$ cat src/rtl/cipher_stream_pkg.sv
// Shared types and helpers for the streaming XOR/rotate cipher: mode enum,
// width-generic rotate functions and the key-index width helper.
package cipher_stream_pkg;

  typedef enum logic {
    CIPH_ENC = 1'b0,
    CIPH_DEC = 1'b1
  } cipher_mode_e;

  localparam int unsigned ROT_MAXW  = 64;
  localparam int unsigned ROT_IW    = $clog2(ROT_MAXW);
  localparam int unsigned ROT_CNT_W = 4;

  function automatic int unsigned kidx_width(input int unsigned n);
    return (n < 2) ? 1 : $clog2(n);
  endfunction

  // Rotate the low w bits of x left by r; bits at or above w come back as zero.
  function automatic logic [ROT_MAXW-1:0] rotl(input logic [ROT_MAXW-1:0] x,
                                               input int unsigned w,
                                               input int unsigned r);
    logic [ROT_MAXW-1:0] y;
    y = '0;
    for (int unsigned i = 0; i < ROT_MAXW; i++) begin
      if (i < w) y[ROT_IW'((i + r) % w)] = x[ROT_IW'(i)];
    end
    return y;
  endfunction

  function automatic logic [ROT_MAXW-1:0] rotr(input logic [ROT_MAXW-1:0] x,
                                               input int unsigned w,
                                               input int unsigned r);
    return rotl(x, w, (w - (r % w)) % w);
  endfunction

endpackage

$ cat src/rtl/cipher_key_sched.sv
// Key bank, cipher mode and rotation config, plus the per-beat key index
// schedule. Config is only accepted while the pipeline is empty.
module cipher_key_sched
  import cipher_stream_pkg::*;
#(
  parameter  int unsigned            DW       = 8,
  parameter  int unsigned            NKEYS    = 3,
  parameter  logic [NKEYS*DW-1:0]    KEY_INIT = '0,
  localparam int unsigned            KW       = kidx_width(NKEYS)
) (
  input  logic                   clk,
  input  logic                   rst,
  input  logic                   cfg_load_i,
  input  logic [NKEYS*DW-1:0]    cfg_key_i,
  input  logic [ROT_CNT_W-1:0]   cfg_rot_i,
  input  logic                   cfg_mode_i,
  input  logic                   busy_i,
  input  logic                   accept_i,
  output logic [NKEYS*DW-1:0]    key_bank_o,
  output logic [KW-1:0]          key_idx_o,
  output cipher_mode_e           mode_o,
  output logic                   cfg_err_o
);

  logic [NKEYS*DW-1:0]  bank_q, bank_d;
  cipher_mode_e         mode_q, mode_d;
  logic [ROT_CNT_W-1:0] rot_q,  rot_d;
  logic [KW-1:0]        idx_q,  idx_d;
  logic [ROT_CNT_W-1:0] cnt_q,  cnt_d;
  logic                 err_q,  err_d;

  // NOTE: every variable gets its hold value before any branch, so no path leaves it unassigned and no latch is inferred.
  always_comb begin
    bank_d = bank_q;
    mode_d = mode_q;
    rot_d  = rot_q;
    idx_d  = idx_q;
    cnt_d  = cnt_q;
    err_d  = cfg_load_i & busy_i;

    if (cfg_load_i && !busy_i) begin
      bank_d = cfg_key_i;
      mode_d = cipher_mode_e'(cfg_mode_i);
      rot_d  = cfg_rot_i;
      idx_d  = '0;
      cnt_d  = '0;
    end else if (accept_i && rot_q != '0) begin
      if (cnt_q == rot_q - 4'd1) begin
        cnt_d = '0;
        idx_d = (idx_q == KW'(NKEYS - 1)) ? '0 : idx_q + 1'b1;
      end else begin
        cnt_d = cnt_q + 1'b1;
      end
    end
  end

  // NOTE: the key bank is a few flops, not a RAM, so it takes a reset value like any other state.
  // NOTE: state updates use non-blocking assignments so every flop samples pre-edge values.
  always_ff @(posedge clk or negedge rst) begin
    if (!rst) begin
      bank_q <= KEY_INIT;
      mode_q <= CIPH_ENC;
      rot_q  <= '0;
      idx_q  <= '0;
      cnt_q  <= '0;
      err_q  <= 1'b0;
    end else begin
      bank_q <= bank_d;
      mode_q <= mode_d;
      rot_q  <= rot_d;
      idx_q  <= idx_d;
      cnt_q  <= cnt_d;
      err_q  <= err_d;
    end
  end

  assign key_bank_o = bank_q;
  assign key_idx_o  = idx_q;
  assign mode_o     = mode_q;
  assign cfg_err_o  = err_q;

endmodule

$ cat src/rtl/cipher_stream_unit.sv
// Two-stage valid/ready cipher pipe: stage 1 captures the beat and its key
// index, stage 2 holds the transformed beat presented to the sink.
module cipher_stream_unit
  import cipher_stream_pkg::*;
#(
  parameter int unsigned         DW       = 8,
  parameter int unsigned         NKEYS    = 3,
  parameter int unsigned         ROT_BITS = 3,
  parameter logic [NKEYS*DW-1:0] KEY_INIT = '0
) (
  input  logic                 clk,
  input  logic                 rst,
  input  logic                 cfg_load,
  input  logic [NKEYS*DW-1:0]  cfg_key,
  input  logic [ROT_CNT_W-1:0] cfg_rot,
  input  logic                 cfg_mode,
  output logic                 cfg_err,
  input  logic                 s_valid,
  output logic                 s_ready,
  input  logic [DW-1:0]        s_data,
  output logic                 m_valid,
  input  logic                 m_ready,
  output logic [DW-1:0]        m_data,
  output logic                 busy
);

  localparam int unsigned KW = kidx_width(NKEYS);

  logic [NKEYS*DW-1:0] key_bank;
  logic [KW-1:0]       key_idx;
  cipher_mode_e        mode;
  logic [DW-1:0]       keys [NKEYS];
  logic [DW-1:0]       key_sel;
  logic [DW-1:0]       xf;

  logic          s1_valid_q, s1_valid_d;
  logic [DW-1:0] s1_data_q,  s1_data_d;
  logic [KW-1:0] s1_idx_q,   s1_idx_d;
  logic          s2_valid_q, s2_valid_d;
  logic [DW-1:0] s2_data_q,  s2_data_d;

  logic s2_load, s1_move, s1_load, accept;

  assign s2_load = !s2_valid_q || m_ready;
  assign s1_move = s1_valid_q && s2_load;
  assign s1_load = !s1_valid_q || s1_move;
  // A load request owns the cycle so the new config never races a beat in.
  assign s_ready = s1_load && !cfg_load;
  assign accept  = s_valid && s_ready;
  assign busy    = s1_valid_q || s2_valid_q;

  cipher_key_sched #(
    .DW       (DW),
    .NKEYS    (NKEYS),
    .KEY_INIT (KEY_INIT)
  ) u_key_sched (
    .clk        (clk),
    .rst        (rst),
    .cfg_load_i (cfg_load),
    .cfg_key_i  (cfg_key),
    .cfg_rot_i  (cfg_rot),
    .cfg_mode_i (cfg_mode),
    .busy_i     (busy),
    .accept_i   (accept),
    .key_bank_o (key_bank),
    .key_idx_o  (key_idx),
    .mode_o     (mode),
    .cfg_err_o  (cfg_err)
  );

  always_comb begin
    for (int i = 0; i < NKEYS; i++) keys[i] = key_bank[i*DW +: DW];
  end

  always_comb begin
    key_sel = keys[s1_idx_q];
    if (mode == CIPH_DEC) xf = DW'(rotr(ROT_MAXW'(s1_data_q ^ key_sel), DW, ROT_BITS));
    else                  xf = DW'(rotl(ROT_MAXW'(s1_data_q), DW, ROT_BITS)) ^ key_sel;
  end

  always_comb begin
    s1_valid_d = s1_valid_q;
    s1_data_d  = s1_data_q;
    s1_idx_d   = s1_idx_q;
    s2_valid_d = s2_valid_q;
    s2_data_d  = s2_data_q;
    if (s2_load) begin
      s2_valid_d = s1_valid_q;
      if (s1_valid_q) s2_data_d = xf;
    end
    if (s1_load) begin
      s1_valid_d = accept;
      if (accept) begin
        s1_data_d = s_data;
        s1_idx_d  = key_idx;
      end
    end
  end

  always_ff @(posedge clk or negedge rst) begin
    if (!rst) begin
      s1_valid_q <= 1'b0;
      s1_data_q  <= '0;
      s1_idx_q   <= '0;
      s2_valid_q <= 1'b0;
      s2_data_q  <= '0;
    end else begin
      s1_valid_q <= s1_valid_d;
      s1_data_q  <= s1_data_d;
      s1_idx_q   <= s1_idx_d;
      s2_valid_q <= s2_valid_d;
      s2_data_q  <= s2_data_d;
    end
  end

  assign m_valid = s2_valid_q;
  assign m_data  = s2_data_q;

endmodule

$ cat config.mk
export PLATFORM = sky130hd
export DESIGN_NAME = cipher_stream_unit
export DESIGN_NICKNAME = d
export VERILOG_FILES = /design/src/rtl/cipher_stream_pkg.sv /design/src/rtl/cipher_key_sched.sv /design/src/rtl/cipher_stream_unit.sv
export SDC_FILE = /design/constraint.sdc
export NUM_CORES = 1
export LEC_CHECK = 0
export ABC_CLOCK_PERIOD_IN_PS = 1870
export CORE_MARGIN = 1.5
export CORE_UTILIZATION = 40
export CTS_CLUSTER_SIZE = 20
export DETAILED_ROUTE_END_ITERATION = 10
export DONT_BUFFER_PORTS = 1
export PLACE_DENSITY = 0.61
export SLEW_MARGIN = 20
export SYNTH_ARGS = -nofsm -noshare
export SYNTH_HDL_FRONTEND = slang
export SYNTH_SLANG_ARGS = --single-unit
$ cat constraint.sdc
create_clock -name clk -period 1.87 [get_ports clk]
set_input_delay 0.187 -clock clk [delete_from_list [all_inputs] [get_ports clk]]
set_output_delay 0.187 -clock clk [all_outputs]
set_load 0.03 [all_outputs]
**Word level (Yosys, flattened, before mapping)**

Index checks and enable logic that the tools add are counted.
Widths: inputs -> output; s select.

- Register bits after elaboration: 56
- Bits in latches: 0
- Memory bits (writable): 0
- ROM bits: 0
- Input port bits: 42
- Output and inout port bits: 12
- Memories: 0

- Add/sub/neg operators: 3
- $mul: 0
- Divide/modulo/power cells: 0
- $lt $le $gt $ge: 1
- Equality and inequality tests: 2
- Shift-type cells: 0
- Mux-type cells: 19
- Bitwise gates (word level): 4
- Reduce and logical (&&, ||, !) cells: 18

Operators with widths:

| kind | number |
|---|---|
| $mux 8 | 3 |
| $bmux 8 s2 | 1 |
| $xor 8x8->8 | 2 |
| $mux 4 | 3 |
| $mux 1 | 8 |
| $mux 2 | 4 |
| $reduce_and 2->1 | 3 |
| $logic_and 1x1->1 | 5 |
| $add 4x1->4 const B | 1 |
| $eq 4x4->1 | 1 |
| $logic_not 1->1 | 4 |
| $reduce_bool 2->1 | 2 |
| $reduce_bool 4->1 | 1 |
| $sub 4x1->4 const B | 1 |
| $ge 3x3->1 const B | 1 |
| $logic_or 1x1->1 | 3 |
| $not 2->3 | 1 |
| $add 2x1->2 const B | 1 |
| $eq 2x2->1 const B | 1 |
| $and 1x1->1 | 1 |

**Longest topological paths before layout**

Gate-level depths: netlist (run 1).

- Word-level depth: 9
- Depth in mapped cells: 7

**Hierarchy**

Synthesis (run 1) repeated with hierarchy kept, for this count alone.

- Cell total of the unflattened synthesis: 265
- Area, all modules: 2743.9 µm²

By module, submodules not included:

| module | instances | cells an instance | area each (µm²) |
|---|---|---|---|
| cipher_key_sched | 1 | 167 | 1522.7 |
| cipher_stream_unit | 1 | 98 | 1221.2 |

**Worst setup path after synthesis (run 1)**

Ideal clock, no wire load.

- Path kind: register to register
- From: reg u_key_sched.rot_q[0]
- To: reg u_key_sched.idx_q[0] (netlist: u_key_sched.key_idx_o[0])
- Setup time: 0.083 ns
- Arrival time: 1.648 ns
- Required time: 1.787 ns
- Path slack: 0.139 ns
- Cell stages (with the launch flop): 8
- Clock period less this slack: 1.731 ns
- Cell sequence: dfrtp_1 inv_1 ha_1 xor2_1 a211o_1 a21o_1 or4_1 o21ai_0

- Word-level cells in the longest chain between the ends: 4

RTL lines:

| element | RTL line | source |
|---|---|---|
| start: declaration | cipher_key_sched.sv:27 | `logic [ROT_CNT_W-1:0] rot_q, rot_d;` |
| start signal: assignment | cipher_key_sched.sv:70 | `rot_q <= rot_d;` |
| $sub 4x1->4 or $reduce_bool 4->1 (tied branches) | cipher_key_sched.sv:48, cipher_key_sched.sv:47 |  |
| $eq 4x4->1 or $logic_and 1x1->1 (tied branches) | cipher_key_sched.sv:48, cipher_key_sched.sv:47 |  |
| $reduce_bool 2->1 (no source line) | n/a |  |
| $reduce_and 2->1 (no source line) * | n/a |  |
| end signal: assignment | cipher_key_sched.sv:71 | `idx_q <= idx_d;` |
| end: declaration | cipher_key_sched.sv:28 | `logic [KW-1:0] idx_q, idx_d;` |

Every way passes the cells marked *; elsewhere a longest branch is shown, timed or not.
A chain may end at the register's enable or synchronous reset.

**Worst setup path in the final report (run 1)**

Ends and elaborated chain as after synthesis.

==> results.txt, run 1 <==
The final count of hold timing violations is 0. The sum of net half-perimeters after detailed placement is 3868 um. The critical path goes through inv_2, ha_4, xor2_2, a211o_1, a21o_1, or4_1, o21ai_0. Setup violations remaining at the end of the flow were counted as 0. The run finished, with violations left. The register clock-pin slew on the reported worst setup and hold paths came out at 0.10 ns. Setup repair after global routing left no endpoint under its margin. For this run, the detailed router's first-pass iteration total came to 7. The critical path is of the reg2reg type. The cell at the root of the clock tree is clkbuf_8. At the worst endpoint, the required time is 2.10 ns.

The number of buffers on the longest clock path is 2. On the critical path, the stage with the largest delay is an instance of dfrtp_1. In this run the standard cell core region covers 6422 um2. The area of combinational cells with multiple inputs came out at 1224 um2. The total of fill cells in the finished design is 607. The number of CTS-inserted buffers came out at 5. From synthesis to final layout, the design area changed by 19.78%.

The met1 global-route usage is 0.2165. The weighted congestion at the end of routability-driven global placement came out at 0.8080. The highest-utilization routing layer at the global route stage is met2.

In this run the number of H-tree levels came out at 2. The distinct cell type count after synthesis came out at 33. TritonCTS built the clock tree.

In the global route stage, met2 resource usage came out at 0.2720. The remaining antenna violation count is 0. The pin slew with the least headroom to its limit is 0.4506 ns. The final-layout setup total negative slack came out at 0 ns. The latest clock arrival within the worst-skew pair is 0.30 ns. For this run, asynchronously set or reset flops after synthesis account for 1.000.

The number of global-route vias before repair was 1,954. The number of clock sinks came out at 56. The synthesized netlist net count is 323. The I/O pin total is 54. The initial core utilization is 0.4196.

Of all nets on the critical path, the largest fanout is 3. IR analysis of the VDD net gives a maximum drop of 0.0005317 V. The DRC violation count after routing came out at 5. STA classifies the critical path endpoint as a flip-flop. The fraction of layout cells with a size suffix above 1 came out at 0.1125. The number of nets in the final layout came out at 355.

The average wire length per cell after detail routing came out at 14.44 um. The checks that failed: DRC. The floorplan step defined a die boundary enclosing 7239 um2. The number of slew-limit violations in the final report is 0. The global router's overall resource usage came out at 0.1643. Measured along the y axis, the die boundary spans 85.09 um. Yosys mapped a number of flops with a built-in enable equal to 0. The combined flip-flop and latch cell area is 1401 um2. The launching element type of the critical path is a flip-flop. Together, buffers and inverters on the worst path number 1. The average via count per standard cell is 4.948.

In the global route stage, met3 resource usage came out at 0.03891. The post-route worst hold slack is 0.009480 ns. The share of the yosys chip area belonging to registers is 0.5200.

The power density over the cells is 1135 nW/um2. The global route total overflow came out at 0. For the finished layout, the period the worst path requires is 1.786 ns. Among all flip-flop cells after synthesis, the most frequent one is dfrtp_1. The category of cells accounting for the largest share of critical-path delay is compound AO/OA/AOI/OAI gates.

The first-pass GRT wire length came out at 9342 um. The critical path data arrival time came out at 2.02 ns. The maximum clock frequency is 559.9 MHz.

Synthesis inferred 56 register bits. Input and output buffers added on the ports amount to 0. The initial antenna violation count is 0. For this run, the slowest stage of the critical path takes 0.39 ns. The number of placement rows came out at 29. The tightest min-delay check is of the in2reg type. The worst slew slack as a fraction of its limit is 0.6996. The clock arrives with 0.005170 ns of skew. From left edge to right edge, the die measures 85.09 um. The cell leakage power came out at 1.473 nW. The via count is 1,920.

The mean instance size in the synthesized netlist is 9.695 um2. The period utilization is 0.9551. In the synthesized netlist, the number of instances is 278. The mapped cell area came out at 2695 um2.

The Yosys warning count is 0. The largest net degree at the start of global routing is 57. The aggregate routed wire length came out at 5601 um. The tool flagged a number of max-cap violations equal to 0. The DRC violation total after the first TritonRoute iteration is 76. The number of diodes came out at 0.
[worst reg2reg max path: stages (launching register included)]
cell     delay, ns
dfrtp_1       0.39
inv_2         0.07
ha_4          0.16
xor2_2        0.18
a211o_1       0.28
a21o_1        0.17
or4_1         0.39
o21ai_0       0.08
[cells in the final DEF, fill, tap and decap left out, types with 2 or more instances in the layout]
cell	synthesis	layout
inv_1	5	4
nor2b_1	2	2
mux2_2	10	10
ha_1	3	2
o2bb2ai_1	7	7
buf_4	0	8
dlygate4sd3_1	0	27
clkbuf_8	0	6
nor2_1	14	13
nand3_1	2	2
clkbuf_1	8	2
nand2_1	93	93
dfrtp_1	56	56
nand2b_1	3	3
a311oi_1	5	5
xor2_1	17	16
nor3_1	14	14
o21ai_0	4	4
mux2i_1	9	9
xnor2_1	6	6
buf_12	0	2
o22ai_1	2	2
[layout make-up]
class	instances	share of cell area
Tap cell	77	0.02984
Inverter	5	0.005814
Sequential cell	56	0.4341
Multi-Input combinational cell	204	0.3791
Clock buffer	8	0.02791
Timing Repair Buffer	38	0.1233
[where the power goes]
part	total (mW)	internal [mW]	switching (mW)
registers	1.95	1.51	0.437
logic	1.04	0.492	0.546
clock network	0.677	0.303	0.373
total	3.66	2.31	1.36
[metrics by stage]
stage | util | power, mW | cell area (um2) | cells | setup slack, ns
global placement | 0.4376 | 2.883 | 2810 | 351 | 0.09481
floorplan | - | 2.689 | 2695 | 278 | 0.1390
CTS | 0.4980 | 3.682 | 3198 | 387 | 0.01360
finish | 0.5026 | 3.664 | 3228 | 388 | 0.08402
detailed placement | 0.4376 | 2.918 | 2810 | 351 | 0.007291
global route | 0.5026 | 3.933 | 3228 | 388 | 0.004703
[cells in the mapped netlist, drive strengths merged, types with 4 or more instances]
library cell  instances  area [um2]
nand2                93       349.1
dfrtp                56        1401
xor2                 17       148.9
nor2                 14       52.55
nor3                 14       70.07
mux2                 10       112.6
mux2i                 9       90.09
clkbuf                8       30.03
o2bb2ai               8       76.32
xnor2                 6       52.55
a311oi                5       43.79
buf                   5       43.79
inv                   5       18.77
o21ai                 4       20.02
[final timing paths]
path | startpoint | slack [ns] | end | cells after the start
max in group asynchronous | rst | 1.22 | u_key_sched.key_bank_o[10] | 2
worst min register to register | u_key_sched.key_bank_o[12] | 0.48 | u_key_sched.key_bank_o[12] | 2
min in group asynchronous | rst | 0.39 | u_key_sched.cnt_q[0] | 2
worst max register to register | u_key_sched.rot_q[0] | 0.08 | u_key_sched.key_idx_o[0] | 7
worst min-delay path | cfg_rot[0] | 0.009 | u_key_sched.rot_q[0] | 2
worst max-delay path | u_key_sched.rot_q[0] | 0.08 | u_key_sched.key_idx_o[0] | 7
[what timing repair did]
item                                   in CTS  in global routing
hold buffers                               28                  0
endpoints found under the hold margin      82                  0
resized for setup                           0                  5
buffers inserted                            0                  1
setup endpoints to repair                   0                  4
[per-layer routing]
| layer | part of all wire | vias up | wire length [um] |
|---|---|---|---|
| met5 | 0 | - | 0 |
| met4 | 0.0086 | 0 | 48 |
| met3 | 0.066 | 4 | 371 |
| met2 | 0.46 | 50 | 2594 |
| met1 | 0.46 | 889 | 2586 |
| li1 | - | 977 | - |
[sequential cells by signal, summed over array words and instances (netlist names)]
name and count:
s1_data_q 8, u_key_sched.key_bank_o 24, u_key_sched.rot_q 4, m_data 8
u_key_sched.key_idx_o 2, s1_valid_q 1, u_key_sched.mode_o 1, m_valid 1
s1_idx_q 2, u_key_sched.cnt_q 4, u_key_sched.cfg_err_o 1
[cells by family after synthesis]
group | after synthesis | share of synthesized area
fa+ha+maj | 3 | 0.01393
compound gates | 23 | 0.06824
mux | 19 | 0.07521
simple gates | 136 | 0.2136
flops | 56 | 0.5200
xor+xnor | 23 | 0.07474
buf+inv | 18 | 0.03436
(Power assumes the default switching activity.)
==> run 2: changes to the inputs <==
--- a/config.mk
+++ b/config.mk
@@ -11,6 +11,7 @@
 export CTS_CLUSTER_SIZE = 20
 export DETAILED_ROUTE_END_ITERATION = 10
 export DONT_BUFFER_PORTS = 1
+export GPL_ROUTABILITY_DRIVEN = 0
 export PLACE_DENSITY = 0.61
 export SLEW_MARGIN = 20
 export SYNTH_ARGS = -nofsm -noshare
==> results of run 2 <==
No change in the layout: final DEF, timing and power equal those of run 1.
